File: config.mk
export PLATFORM = sky130hd
export DESIGN_NAME = rps_datapath
export DESIGN_NICKNAME = d
export VERILOG_FILES = /design/src/rtl/rps_pkg.sv /design/src/rtl/rps_datapath_key_debounce.sv /design/src/rtl/rps_datapath.sv
export SDC_FILE = /design/constraint.sdc
export NUM_CORES = 1
export LEC_CHECK = 0
export ABC_AREA = 1
export ABC_CLOCK_PERIOD_IN_PS = 1340
export CAP_MARGIN = 20
export CORE_MARGIN = 5
export CORE_UTILIZATION = 43
export CTS_BUF_LIST = sky130_fd_sc_hd__clkbuf_8
export DETAILED_ROUTE_END_ITERATION = 8
export HOLD_SLACK_MARGIN = 0.05
export PLACE_DENSITY = 0.71
export REMOVE_ABC_BUFFERS = 1
export SYNTH_ARGS = -nofsm -noshare
export SYNTH_HDL_FRONTEND = slang
export SYNTH_HIERARCHICAL = 1
export SYNTH_SLANG_ARGS = --single-unit
File: constraint.sdc
create_clock -name clk -period 1.34 [get_ports clk]
set_input_delay 0.402 -clock clk [delete_from_list [all_inputs] [get_ports clk]]
set_output_delay 0.402 -clock clk [all_outputs]
set_load 0.005 [all_outputs]
File: src/rtl/rps_pkg.sv
// Shared symbol/outcome encodings, timing defaults and the rock-paper-scissors helpers.
package rps_pkg;

  typedef logic [1:0] sym_t;
  typedef logic [1:0] res_t;

  localparam sym_t SYM_ROCK     = 2'b00;
  localparam sym_t SYM_PAPER    = 2'b01;
  localparam sym_t SYM_SCISSORS = 2'b10;
  localparam sym_t SYM_INVALID  = 2'b11;

  localparam res_t RES_TIE  = 2'b00;
  localparam res_t RES_WIN  = 2'b01;
  localparam res_t RES_LOSE = 2'b10;

  localparam int TICK_DIV_DEF     = 2500000;
  localparam int DEBOUNCE_CYC_DEF = 500000;

  function automatic sym_t sym_next(input sym_t s);
    return (s == SYM_SCISSORS) ? SYM_ROCK : sym_t'(s + 2'b01);
  endfunction

  // Outcome from the user's point of view against one reel.
  function automatic res_t rps_beat(input sym_t usr, input sym_t oth);
    if (usr == oth)
      return RES_TIE;
    else if ((usr == SYM_PAPER    && oth == SYM_ROCK)  ||
             (usr == SYM_SCISSORS && oth == SYM_PAPER) ||
             (usr == SYM_ROCK     && oth == SYM_SCISSORS))
      return RES_WIN;
    else
      return RES_LOSE;
  endfunction

endpackage

File: src/rtl/rps_datapath_key_debounce.sv
// Stop-key 2-flop synchronizer plus debouncer; press pulses in the same cycle key_db falls.
module key_debounce #(
  parameter int DEBOUNCE_CYC = rps_pkg::DEBOUNCE_CYC_DEF
) (
  input  logic clk,
  input  logic resetn,
  input  logic key_n,
  output logic key_db,
  output logic press
);

  localparam int CW = $clog2(DEBOUNCE_CYC);
  localparam logic [CW-1:0] CNT_MAX = CW'(DEBOUNCE_CYC - 1);

  logic          sync1_q, sync2_q;
  logic          db_q, db_d;
  logic          press_q, press_d;
  logic [CW-1:0] cnt_q, cnt_d;

  // cnt_q tracks how many consecutive samples have disagreed with the debounced level.
  always_comb begin
    cnt_d   = '0;
    db_d    = db_q;
    press_d = 1'b0;
    if (sync2_q != db_q) begin
      if (cnt_q == CNT_MAX) begin
        db_d    = sync2_q;
        press_d = ~sync2_q;
      end else begin
        cnt_d = cnt_q + 1'b1;
      end
    end
  end

  always_ff @(posedge clk) begin
    if (!resetn) begin
      sync1_q <= 1'b1;
      sync2_q <= 1'b1;
      db_q    <= 1'b1;
      press_q <= 1'b0;
      cnt_q   <= '0;
    end else begin
      sync1_q <= key_n;
      sync2_q <= sync1_q;
      db_q    <= db_d;
      press_q <= press_d;
      cnt_q   <= cnt_d;
    end
  end

  assign key_db = db_q;
  assign press  = press_q;

endmodule

File: src/rtl/rps_datapath.sv
// Two spinning reels plus a user choice, each captured by a debounced stop key,
// with registered win/tie/lose outcomes one cycle after the user capture.
module rps_datapath
  import rps_pkg::*;
#(
  parameter int TICK_DIV     = TICK_DIV_DEF,
  parameter int DEBOUNCE_CYC = DEBOUNCE_CYC_DEF
) (
  input  logic       clk,
  input  logic       resetn,
  input  logic       ld_left,
  input  logic       ld_right,
  input  logic       ld_user,
  input  logic       key_stop_n,
  input  logic [1:0] user_sel,
  output logic       stop_left,
  output logic       stop_right,
  output logic       stop_rps,
  output logic [1:0] left_sym,
  output logic [1:0] right_sym,
  output logic [1:0] user_sym,
  output logic [1:0] res_left,
  output logic [1:0] res_right,
  output logic       res_valid
);

  localparam int TW = $clog2(TICK_DIV);
  localparam logic [TW-1:0] TICK_MAX = TW'(TICK_DIV - 1);

  logic key_db, press;

  key_debounce #(.DEBOUNCE_CYC(DEBOUNCE_CYC)) u_key_debounce (
    .clk    (clk),
    .resetn (resetn),
    .key_n  (key_stop_n),
    .key_db (key_db),
    .press  (press)
  );

  logic [TW-1:0] tick_q, tick_d;
  sym_t          left_q, left_d, right_q, right_d, user_q, user_d;
  res_t          res_l_q, res_l_d, res_r_q, res_r_d;
  logic          vld_q, vld_d, ucap_q, ucap_d;
  logic          lcap_q, lcap_d, rcap_q, rcap_d;
  logic          stl_q, stl_d, str_q, str_d, stu_q, stu_d;
  logic          ldl_q, ldr_q;

  logic act_l, act_r, act_u, spin, wrap, rise_l, rise_r;
  logic cap_l, cap_r, cap_u, frz_l, frz_r;

  always_comb begin
    act_l  = ld_left;
    act_r  = ~ld_left & ld_right;
    act_u  = ~ld_left & ~ld_right & ld_user;
    spin   = ld_left | ld_right;
    wrap   = spin && (tick_q == TICK_MAX);
    rise_l = ld_left & ~ldl_q;
    rise_r = ld_right & ~ldr_q;
    cap_l  = press & act_l;
    cap_r  = press & act_r;
    cap_u  = press & act_u & (user_sel != SYM_INVALID);
    // A reel stays frozen after capture until its ld rises again.
    frz_l  = lcap_q & ~rise_l;
    frz_r  = rcap_q & ~rise_r;

    tick_d  = (spin && !wrap) ? tick_q + 1'b1 : '0;
    left_d  = (wrap && act_l && !cap_l && !frz_l) ? sym_next(left_q) : left_q;
    right_d = (wrap && act_r && !cap_r && !frz_r) ? sym_next(right_q) : right_q;
    lcap_d  = cap_l | frz_l;
    rcap_d  = cap_r | frz_r;
    user_d  = cap_u ? user_sel : user_q;
    ucap_d  = cap_u;

    stl_d = key_db ? 1'b1 : (cap_l ? 1'b0 : stl_q);
    str_d = key_db ? 1'b1 : (cap_r ? 1'b0 : str_q);
    stu_d = key_db ? 1'b1 : (cap_u ? 1'b0 : stu_q);

    res_l_d = res_l_q;
    res_r_d = res_r_q;
    vld_d   = vld_q;
    if (ucap_q) begin
      res_l_d = rps_beat(user_q, left_q);
      res_r_d = rps_beat(user_q, right_q);
      vld_d   = 1'b1;
    end else if (rise_l) begin
      vld_d = 1'b0;
    end
  end

  always_ff @(posedge clk) begin
    if (!resetn) begin
      tick_q  <= '0;
      left_q  <= SYM_ROCK;
      right_q <= SYM_ROCK;
      user_q  <= SYM_ROCK;
      res_l_q <= RES_TIE;
      res_r_q <= RES_TIE;
      vld_q   <= 1'b0;
      ucap_q  <= 1'b0;
      lcap_q  <= 1'b0;
      rcap_q  <= 1'b0;
      stl_q   <= 1'b1;
      str_q   <= 1'b1;
      stu_q   <= 1'b1;
      ldl_q   <= 1'b0;
      ldr_q   <= 1'b0;
    end else begin
      tick_q  <= tick_d;
      left_q  <= left_d;
      right_q <= right_d;
      user_q  <= user_d;
      res_l_q <= res_l_d;
      res_r_q <= res_r_d;
      vld_q   <= vld_d;
      ucap_q  <= ucap_d;
      lcap_q  <= lcap_d;
      rcap_q  <= rcap_d;
      stl_q   <= stl_d;
      str_q   <= str_d;
      stu_q   <= stu_d;
      ldl_q   <= ld_left;
      ldr_q   <= ld_right;
    end
  end

  assign stop_left  = stl_q;
  assign stop_right = str_q;
  assign stop_rps   = stu_q;
  assign left_sym   = left_q;
  assign right_sym  = right_q;
  assign user_sym   = user_q;
  assign res_left   = res_l_q;
  assign res_right  = res_r_q;
  assign res_valid  = vld_q;

endmodule

==> results of run 1 <==
## power groups by stage
stage,Combinational (mW),Clock [mW],Sequential (mW)
2_1_floorplan,0.0479,0,1.96
3_3_place_gp,0.124,0,1.96
3_5_place_dp,0.125,0,1.96
4_1_cts,0.200,2.14,1.92
5_1_grt,0.225,2.22,1.93
6_report,0.212,2.11,1.92
## path summary, 6_finish.rpt
| path | start | end | cells after the start |
|---|---|---|---|
| max | tick_q[13] | right_sym[1] | 9 |
| min | ld_right | ldr_q | 3 |
| max reg2reg | tick_q[13] | right_sym[1] | 9 |
| min reg2reg | u_key_debounce/sync1_q | u_key_debounce/sync2_q | 2 |
## synthesized netlist by cell type (3+ instances only)
cell        n  area (µm²)
xnor2_1    11       96.34
a21oi_1    26       130.1
nand2_2     4       25.02
dfxtp_1    64        1281
inv_1      47       176.4
nand4_1    10       62.56
o21ai_0     9       45.04
nor2_1     88       330.3
nand3b_1    3       22.52
nor2_4      4       45.04
nor2_2     12       75.07
nand3_1    22       110.1
xor2_1     11       96.34
nand2_1   124       465.5
## metal layers
metal | part of all wire | vias up
li1 | - | 1594
met1 | 0.41 | 1504
met2 | 0.51 | 83
met3 | 0.042 | 33
met4 | 0.038 | 0
met5 | 0 | -
## worst max-delay path, delay by kind of cell (launching register included)
family	cells	cell delay, ns
simple gates	6	0.64
flops	1	0.38
buf+inv	3	0.29
## what timing repair did
action / 4_1_cts / 5_1_grt
endpoints found under the hold margin: 0 / 0
pin swaps: 13 / 19
resized for setup: 83 / 75
setup buffers: 12 / 5
setup endpoints to repair: 56 / 58
cloned: 4 / 0
## stage by stage
step	power [mW]	instance area, µm²	TNS, ns	setup slack [ns]
2_1_floorplan	2.013	3069	-3.652	-0.1790
3_3_place_gp	2.087	3731	-17.10	-0.3783
3_5_place_dp	2.089	3731	-17.09	-0.4100
4_1_cts	4.262	4345	-2.027	-0.1431
5_1_grt	4.373	4567	-4.073	-0.1785
6_report	4.240	4567	-1.908	-0.09414
## kinds of logic after synthesis
logic type,share of synthesized area
XOR/XNOR,0.06177
flip-flops,0.4108
AND/OR/NAND/NOR,0.3819
AO/OA/AOI/OAI,0.06057
adder cells (fa/ha/maj),0.008021
buffers and inverters,0.07702
## state kept, by name, indices dropped and copies added (netlist names), 2 cells and up
signal                count
u_key_debounce/cnt_q     19
right_sym                 2
tick_q                   22
user_sym                  2
res_left                  2
left_sym                  2
res_right                 2
## area by class of cell
cell class,count,area share
multi-input combinational,336,0.4225
sequential,64,0.2866
timing repair buffer,79,0.1630
inverter,50,0.04411
clock buffer,10,0.03014
tap,99,0.02712
clock inverter,6,0.02521
timing repair inverter,1,0.001370
==> flow_metrics.env, run 1 <==
export IMPL_violations="setup timing"
export IMPL_async_flop_share=0
export IMPL_drtPass1Iterations=6
export IMPL_p_comb_frac=0.050
export IMPL_critPathLaunchType="flip-flop"
export IMPL_rrSetupSlack_ns=-0.09
export IMPL_antenna_cells=0
export IMPL_syn2layout_area_growth_pct=46.41
export IMPL_cts_made_buffers=9
export IMPL_dp_hpwl_mm=5.151
export IMPL_coreArea_um2=7176
export IMPL_finalCriticalPeriod_ns=1.434
export IMPL_vias_per_cell=4.983
export IMPL_start_util=0.4347
export IMPL_antenna_left=0
export IMPL_p_clk_frac=0.496
export IMPL_crit_path_top_delay_cell="dfxtp_1"
export IMPL_switching_share=0.2187
export IMPL_crit_top_cell="nor2_1"
export IMPL_max_stage_delay_ns=0.38
export IMPL_hold_viol=0
export IMPL_wire_per_inst_um=13.09
export IMPL_cp_arrival_ns=1.68
export IMPL_grt_pass1_vias=3160
export IMPL_syn_inst=454
export IMPL_rsz0062_at_grt="yes"
export IMPL_insertion_delay_ns=0.35
export IMPL_power_density_nw_per_um2=928.5
export IMPL_power_net_switching_mw=0.9272
export IMPL_utilization=0.6364
export IMPL_skew_ns=0.01327
export IMPL_dr_total_vias=3214
export IMPL_drt_iter0_drc=188
export IMPL_layout_setup_ws_ns=-0.09414
export IMPL_wl_mm=8.445
export IMPL_cts_sinks=64
export IMPL_drv_cap=0
export IMPL_worst_slew_pin_slew_ns=0.3085
export IMPL_layout_commonest_cell="nand2_1"
export IMPL_leakagePower_nw=1.709
export IMPL_die_area_um2=9057
export IMPL_synth_avg_cell_area_um2=6.871
export IMPL_dp_cells=612
export IMPL_drcViolationCount=0
export IMPL_slew_viol_final=0
export IMPL_antenna_found_initial=0
export IMPL_cp_end_kind="flip-flop"
export IMPL_synth_edff_count=0
export IMPL_crit_type="flip-flop to flip-flop"
export IMPL_grt_pass1_wl_mm=13.70
export IMPL_multi_input_area_um2=1929
export IMPL_max_vdd_ir_drop_mv=0.6216
export IMPL_status="complete, but fails checks"
export IMPL_crit_required_ns=1.59
export IMPL_pwr_share_seq=0.454
export IMPL_die_w_um=95.17
export IMPL_period_share=1.070
export IMPL_crit_chain="inv_1 > nor2_1 > nand3_1 > nor2_4 > buf_4 > buf_6 > nand3_4 > nor2_2 > nor2_1"
export IMPL_grt_overflow=0
export IMPL_grt_max_degree=13
export IMPL_fp_dieH_um=95.17
export IMPL_synth_seq_cells=64
export IMPL_io_buffers=21
export IMPL_stdcell_count=645
export IMPL_crit_path_max_fanout=4
export IMPL_cts_clk_slew_worst_paths_ns=0.08
export IMPL_clockBufferDepth=2
export IMPL_n_fill_cell=559
export IMPL_clock_fmax_mhz=697.3
export IMPL_relSlewSlack=0.7927
export IMPL_synth_main_ff_cell="dfxtp_1"
export IMPL_cts_tree="done"
export IMPL_grt_util_met2=0.3312
export IMPL_top_usage_layer="met2"
export IMPL_ys_types=27
export IMPL_seqCellArea_um2=1309
export IMPL_min_path_type="input pin to flip-flop"
export IMPL_grt_usage=0.1921
export IMPL_use_met1=0.2105
export IMPL_cts_htree_levels=3
export IMPL_io_pins=22
export IMPL_gp_congestion=0.8744
export IMPL_grt_met3_usage=0.04893
export IMPL_cts_root_buf="clkbuf_8"
export IMPL_layout_drive_gt1_share=0.3480
export IMPL_ctsHoldBuffers=0
export IMPL_final_nets=551
export IMPL_ys_seq_area_frac=0.4108
export IMPL_synth_warnings=6
export IMPL_setup_viol=35
export IMPL_holdWs_ns=0.3707
export IMPL_fp_row_count=31
export IMPL_syn_area_um2=3119
export IMPL_mostFrequentLayoutCells="106 x nand2_1, 68 x nor2_1, 47 x buf_4, 45 x inv_1, 42 x dfxtp_1"
export IMPL_p_int_mw=3.313
Power figures use the tool's default switching activity.
==> run 2: changes to the inputs <==
DONT_BUFFER_PORTS = 1   (was unset)
PLACE_DENSITY = 0.67   (was 0.71)
==> run 2 against run 1 <==
Compared with the run above:
- the flow still finishes with violations (setup timing)
- via count decreased by 12%
- design area decreased by 15%
- sequential share of layout area increased by 4.8 points
- clock-buffer cell count decreased by 1
- global-route usage decreased by 3.5 points
- maximum frequency increased by 4.4%
- clock power decreased by 31%
- first-iteration DRC count decreased by 45%
- worst setup slack improved by 0.060 ns
- largest power group is now sequential cells
==> flow_metrics.env, run 2 (synthesized netlist as in run 1, its figures left out) <==
export IMPL_status="complete, but fails checks"
export IMPL_violations="setup timing"
export IMPL_leakagePower_nw=1.366
export IMPL_gp_congestion=0.8539
export IMPL_place_area_um2=3371
export IMPL_io_buffers=0
export IMPL_cts_made_buffers=9
export IMPL_crit_path_end="tick_q[16]"
export IMPL_clock_fmax_mhz=727.8
export IMPL_worst_slew_pin_slew_ns=0.3050
export IMPL_period_share=1.025
export IMPL_drv_cap=0
export IMPL_crit_path_max_fanout=5
export IMPL_layout_drive_gt1_share=0.2771
export IMPL_crit_start="tick_q[0]"
export IMPL_die_area_um2=9057
export IMPL_insertion_delay_ns=0.34
export IMPL_crit_top_cell="nand2_2"
export IMPL_path_depth=9
export IMPL_skew_ns=0.01160
export IMPL_die_w_um=95.17
export IMPL_drcViolationCount=0
export IMPL_power_net_switching_mw=0.8619
export IMPL_n_fill_cell=685
export IMPL_io_pins=22
export IMPL_antenna_found_initial=0
export IMPL_clockBufferDepth=2
export IMPL_vias_per_cell=4.737
export IMPL_max_stage_delay_ns=0.35
export IMPL_grt_pass1_wl_mm=11.23
export IMPL_critPathLaunchType="flip-flop"
export IMPL_layout_commonest_cell="nand2_1"
export IMPL_relSlewSlack=0.7962
export IMPL_p_clk_frac=0.413
export IMPL_cts_sinks=64
export IMPL_grt_pass1_vias=2622
export IMPL_grt_max_degree=14
export IMPL_fp_dieH_um=95.17
export IMPL_dr_total_vias=2828
export IMPL_cp_end_kind="flip-flop"
export IMPL_worstRegToRegCells=9
export IMPL_cp_arrival_ns=1.60
export IMPL_grt_overflow=0
export IMPL_p_comb_frac=0.038
export IMPL_drtPass1Iterations=5
export IMPL_min_path_type="input pin to flip-flop"
export IMPL_crit_required_ns=1.57
export IMPL_antenna_cells=0
export IMPL_power_density_nw_per_um2=902.1
export IMPL_grt_usage=0.1572
export IMPL_slew_viol_final=0
export IMPL_largest_register_ff_count=22
export IMPL_p_int_mw=2.644
export IMPL_switching_share=0.2459
export IMPL_cts_tree="done"
export IMPL_crit_type="flip-flop to flip-flop"
export IMPL_layout_setup_ws_ns=-0.03402
export IMPL_fp_row_count=31
export IMPL_rsz0062_at_grt="yes"
export IMPL_wire_per_inst_um=11.94
export IMPL_critical_path_buf_inv_count=2
export IMPL_drt_iter0_drc=103
export IMPL_pwr_share_seq=0.549
export IMPL_mostFrequentLayoutCells="113 x nand2_1, 68 x nor2_1, 50 x dfxtp_1, 44 x inv_1, 30 x nor2_2"
export IMPL_utilization=0.5416
export IMPL_finalCriticalPeriod_ns=1.374
export IMPL_path_delay_family="simple AND/OR/NAND/NOR gates"
export IMPL_cts_clk_slew_worst_paths_ns=0.07
export IMPL_hold_viol=0
export IMPL_dp_hpwl_mm=4.626
export IMPL_final_area_um2=3886
export IMPL_cts_htree_levels=3
export IMPL_r2r_end="tick_q[16]"
export IMPL_coreArea_um2=7176
export IMPL_syn2layout_area_growth_pct=24.59
export IMPL_start_util=0.4347
export IMPL_crit_chain="ha_4 > nand3_4 > inv_2 > nand2_2 > nor2_4 > nand2_2 > nand2_4 > clkbuf_16 > a21oi_1"
export IMPL_antenna_left=0
export IMPL_regMostFlops="tick_q"
export IMPL_wl_mm=7.127
export IMPL_crit_path_top_delay_cell="dfxtp_2"
export IMPL_rrSetupSlack_ns=-0.03
export IMPL_cts_root_buf="clkbuf_8"
export IMPL_reg_top3="tick_q: 22 flops, u_key_debounce/cnt_q: 19 flops"
export IMPL_r2r_start="tick_q[0]"
export IMPL_max_vdd_ir_drop_mv=0.5438
export IMPL_setup_viol=18
export IMPL_final_nets=503
## run 2: cell types whose count changed in the layout (fill, tap and decap cells not counted), moves of 5 or more
cell | previous run | this run
buf_4 | 47 | 25
dfxtp_2 | 22 | 14
dfxtp_1 | 42 | 50
nor2_2 | 25 | 30
nand2_1 | 106 | 113
nor2_4 | 11 | 6
clkdlybuf4s15_1 | 14 | 0
## run 2: routing by layer
metal / part of all wire / vias to the layer above / track usage
li1: - / 1495 / -
met1: 0.43 / 1255 / 0.1811
met2: 0.50 / 62 / 0.2636
met3: 0.057 / 16 / 0.06077
met4: 0.017 / 0 / 0.05769
met5: 0 / - / 0
## run 2: worst min-delay path by stage
stage                           startpoint                     end  slack [ns]  depth (start not counted)
floorplan           u_key_debounce/sync1_q  u_key_debounce/sync2_q        0.38                          2
detailed placement  u_key_debounce/sync1_q  u_key_debounce/sync2_q        0.39                          2
CTS                                 resetn  u_key_debounce/sync2_q        0.11                          1
global placement    u_key_debounce/sync1_q  u_key_debounce/sync2_q        0.39                          2
global route                        resetn  u_key_debounce/sync2_q        0.11                          1
finish                              resetn  u_key_debounce/sync2_q        0.13                          1
## run 2: final cells by class
cell class | count | area [µm²] | share of cell area
multi-input combinational | 336 | 1803 | 0.4639
sequential | 64 | 1299 | 0.3342
timing repair buffer | 31 | 290.3 | 0.07469
inverter | 50 | 192.7 | 0.04958
clock buffer | 9 | 123.9 | 0.03187
tap | 99 | 123.9 | 0.03187
clock inverter | 7 | 47.55 | 0.01223
timing repair inverter | 1 | 6.256 | 0.001610
## run 2: worst reg2reg max path, stage by stage, from the launching register on
cell       delay [ns]
dfxtp_2          0.35
ha_4             0.15
nand3_4          0.10
inv_2            0.08
nand2_2          0.06
nor2_4           0.11
nand2_2          0.08
nand2_4          0.13
clkbuf_16        0.17
a21oi_1          0.04
## run 2: power by group through the flow
stage	sequential, mW	combinational (mW)	clock (mW)
after floorplan	1.96	0.0479	0
after global placement	1.96	0.0842	0
after detailed placement	1.96	0.0866	0
after CTS	1.92	0.114	1.51
after global routing	1.92	0.142	1.58
final	1.92	0.133	1.45
## run 2: per-stage QoR
stage / instances / total power [mW] / hold WS, ns / setup WS, ns / setup TNS (ns)
2_1_floorplan: 450 / 2.013 / 0.3795 / -0.1790 / -3.652
3_3_place_gp: 571 / 2.047 / 0.3929 / -0.04699 / -0.4363
3_5_place_dp: 571 / 2.050 / 0.3936 / -0.1121 / -2.732
4_1_cts: 595 / 3.547 / 0.1106 / -0.07225 / -1.398
5_1_grt: 597 / 3.643 / 0.1131 / -0.1143 / -2.121
6_report: 597 / 3.506 / 0.1325 / -0.03402 / -0.2893
## run 2: what timing repair did
| item | in CTS | in global routing |
|---|---|---|
| pin swaps | 5 | 14 |
| hold buffers | 0 | 0 |
| hold endpoints to repair | 0 | 0 |
| resized for setup | 19 | 64 |
| gates cloned | 2 | 2 |
| setup endpoints to repair | 42 | 46 |
| buffers inserted | 6 | 2 |
==> run 3: changes to the inputs <==
ABC_CLOCK_PERIOD_IN_PS = 1140   (was 1340)
CORE_ASPECT_RATIO = 1.4   (was unset)
clock period = 1.14 ns   (was 1.34 ns; I/O delays follow)
==> run 3 against run 2 <==
Compared with the run above:
- critical path type unchanged
- critical endpoint is now left_sym[1]
- utilization increased by 9.1 points
- largest power group is now clock
- global-route usage up 2.8 points
- clock power is 69% higher
- routed wire length rose by 13%
- die area rose by 0.26%
- cell count is 9.0% higher
- the flow still finishes with violations (setup timing)
==> flow_metrics.env, run 3 (synthesized netlist as in run 1, its figures left out) <==
export IMPL_status="complete, but fails checks"
export IMPL_violations="setup timing"
export IMPL_cts_tree="done"
export IMPL_stdcell_count=651
export IMPL_cts_sinks=64
export IMPL_largest_register_ff_count=22
export IMPL_grt_usage=0.1854
export IMPL_dp_hpwl_mm=5.659
export IMPL_io_pins=22
export IMPL_regMostFlops="tick_q"
export IMPL_setup_viol=49
export IMPL_cp_end_kind="flip-flop"
export IMPL_layout_commonest_cell="nand2_1"
export IMPL_fp_row_count=36
export IMPL_grt_max_degree=22
export IMPL_drcViolationCount=0
export IMPL_multi_input_area_um2=1824
export IMPL_grt_pass1_wl_mm=13.40
export IMPL_gp_congestion=0.8265
export IMPL_dr_total_vias=3154
export IMPL_cp_arrival_ns=1.65
export IMPL_dp_cells=625
export IMPL_coreArea_um2=7027
export IMPL_skew_ns=0.009679
export IMPL_layout_setup_ws_ns=-0.2470
export IMPL_crit_required_ns=1.41
export IMPL_worst_slew_pin_slew_ns=0.3681
export IMPL_grt_pass1_vias=3194
export IMPL_die_w_um=81.98
export IMPL_cts_clk_slew_worst_paths_ns=0.08
export IMPL_antenna_cells=0
export IMPL_drt_iter0_drc=143
export IMPL_final_nets=561
export IMPL_clock_fmax_mhz=721.0
export IMPL_leakagePower_nw=1.738
export IMPL_rsz0062_at_grt="yes"
export IMPL_clockBufferDepth=2
export IMPL_vias_per_cell=4.845
export IMPL_hold_viol=0
export IMPL_reg_top3="tick_q: 22 flops, u_key_debounce/cnt_q: 19 flops"
export IMPL_power_density_nw_per_um2=1090
export IMPL_drv_cap=0
export IMPL_period_share=1.217
export IMPL_n_fill_cell=607
export IMPL_drtPass1Iterations=4
export IMPL_cts_root_buf="clkbuf_8"
export IMPL_fp_dieH_um=110.8
export IMPL_seqCellArea_um2=1309
export IMPL_insertion_delay_ns=0.35
export IMPL_start_util=0.4439
export IMPL_wl_mm=8.086
export IMPL_relSlewSlack=0.7537
export IMPL_layout_drive_gt1_share=0.3525
export IMPL_max_vdd_ir_drop_mv=0.9277
export IMPL_wire_per_inst_um=12.42
export IMPL_critPathLaunchType="flip-flop"
export IMPL_antenna_left=0
export IMPL_cts_made_buffers=9
export IMPL_io_buffers=0
export IMPL_mostFrequentLayoutCells="112 x nand2_1, 76 x buf_4, 71 x nor2_1, 46 x dfxtp_1, 42 x inv_1"
export IMPL_antenna_found_initial=0
export IMPL_cts_htree_levels=3
export IMPL_finalCriticalPeriod_ns=1.387
export IMPL_slew_viol_final=0
export IMPL_grt_overflow=0
export IMPL_finalPower_mw=4.841
export IMPL_syn2layout_area_growth_pct=42.44
export IMPL_crit_type="flip-flop to flip-flop"
export IMPL_crit_path_max_fanout=4
export IMPL_die_area_um2=9081
export IMPL_min_path_type="input pin to flip-flop"
[run 3: cell count changes in the layout (fill, tap and decap cells not counted), sizes merged]
cell / before / now
buf: 29 / 87
bufinv: 0 / 3
clkinv: 5 / 3
clkinvlp: 2 / 0
clkbuf: 11 / 10
dlygate4sd3: 0 / 1
inv: 51 / 52
[run 3: per-layer routing]
layer / vias to the layer above / GRT usage / wire length, µm
li1: 1614 / - / -
met1: 1445 / 0.1943 / 3103
met2: 67 / 0.3324 / 4389
met3: 28 / 0.03252 / 295
met4: 0 / 0.1053 / 297
met5: - / 0 / 0
[run 3: area by class of cell]
cell class	instances	share of cell area
clock buffers	9	0.02788
clock inverters	7	0.02872
inverters	50	0.04393
multi-input cells	336	0.4106
flip-flops and latches	64	0.2946
well taps	95	0.02675
repair buffers	89	0.1662
repair inverters	1	0.001408
[run 3: report_power, final]
part           internal [mW]  switching (mW)
Combinational         0.0604          0.0756
Sequential              2.24          0.0108
Clock                   1.48           0.968
[run 3: timing repair]
item / 4_1_cts / 5_1_grt
hold endpoints to repair: 2 / 0
hold buffers: 1 / 0
gates resized for setup: 62 / 36
pin swaps: 17 / 18
setup endpoints to repair: 53 / 57
gates cloned: 1 / 1
setup buffers: 6 / 1
[run 3: worst paths after layout]
| check | to | slack (ns) | cells after the start | from |
|---|---|---|---|---|
| hold reg to reg | u_key_debounce/sync2_q | 0.42 | 2 | u_key_debounce/sync1_q |
| hold / removal | u_key_debounce/key_db | 0.07 | 1 | resetn |
| setup reg to reg | left_sym[1] | -0.25 | 10 | tick_q[0] |
| setup / recovery | left_sym[1] | -0.25 | 10 | tick_q[0] |
[run 3: metrics by stage]
| stage | cell area, µm² | TNS (ns) | hold WS [ns] | utilization | setup slack [ns] |
|---|---|---|---|---|---|
| finish | 4443 | -8.401 | 0.07205 | 0.6323 | -0.2470 |
| global route | 4443 | -12.33 | 0.07007 | 0.6323 | -0.3546 |
| CTS | 4310 | -7.969 | 0.05842 | 0.6134 | -0.2340 |
| detailed placement | 3801 | -11.20 | 0.3955 | 0.5410 | -0.2797 |
| global placement | 3801 | -8.992 | 0.3858 | 0.5410 | -0.2369 |
| floorplan | 3069 | -11.64 | 0.3795 | - | -0.3790 |
[run 3: critical path, cell delays in order (launching register included)]
cell and delay, ns:
dfxtp_2 0.35, ha_4 0.15, nand3_4 0.09, inv_4 0.08, nand2_4 0.05, nor2_4 0.12, buf_6 0.13, nand3_4 0.08
nand2_1 0.08, nand2_1 0.06, nor2_1 0.11
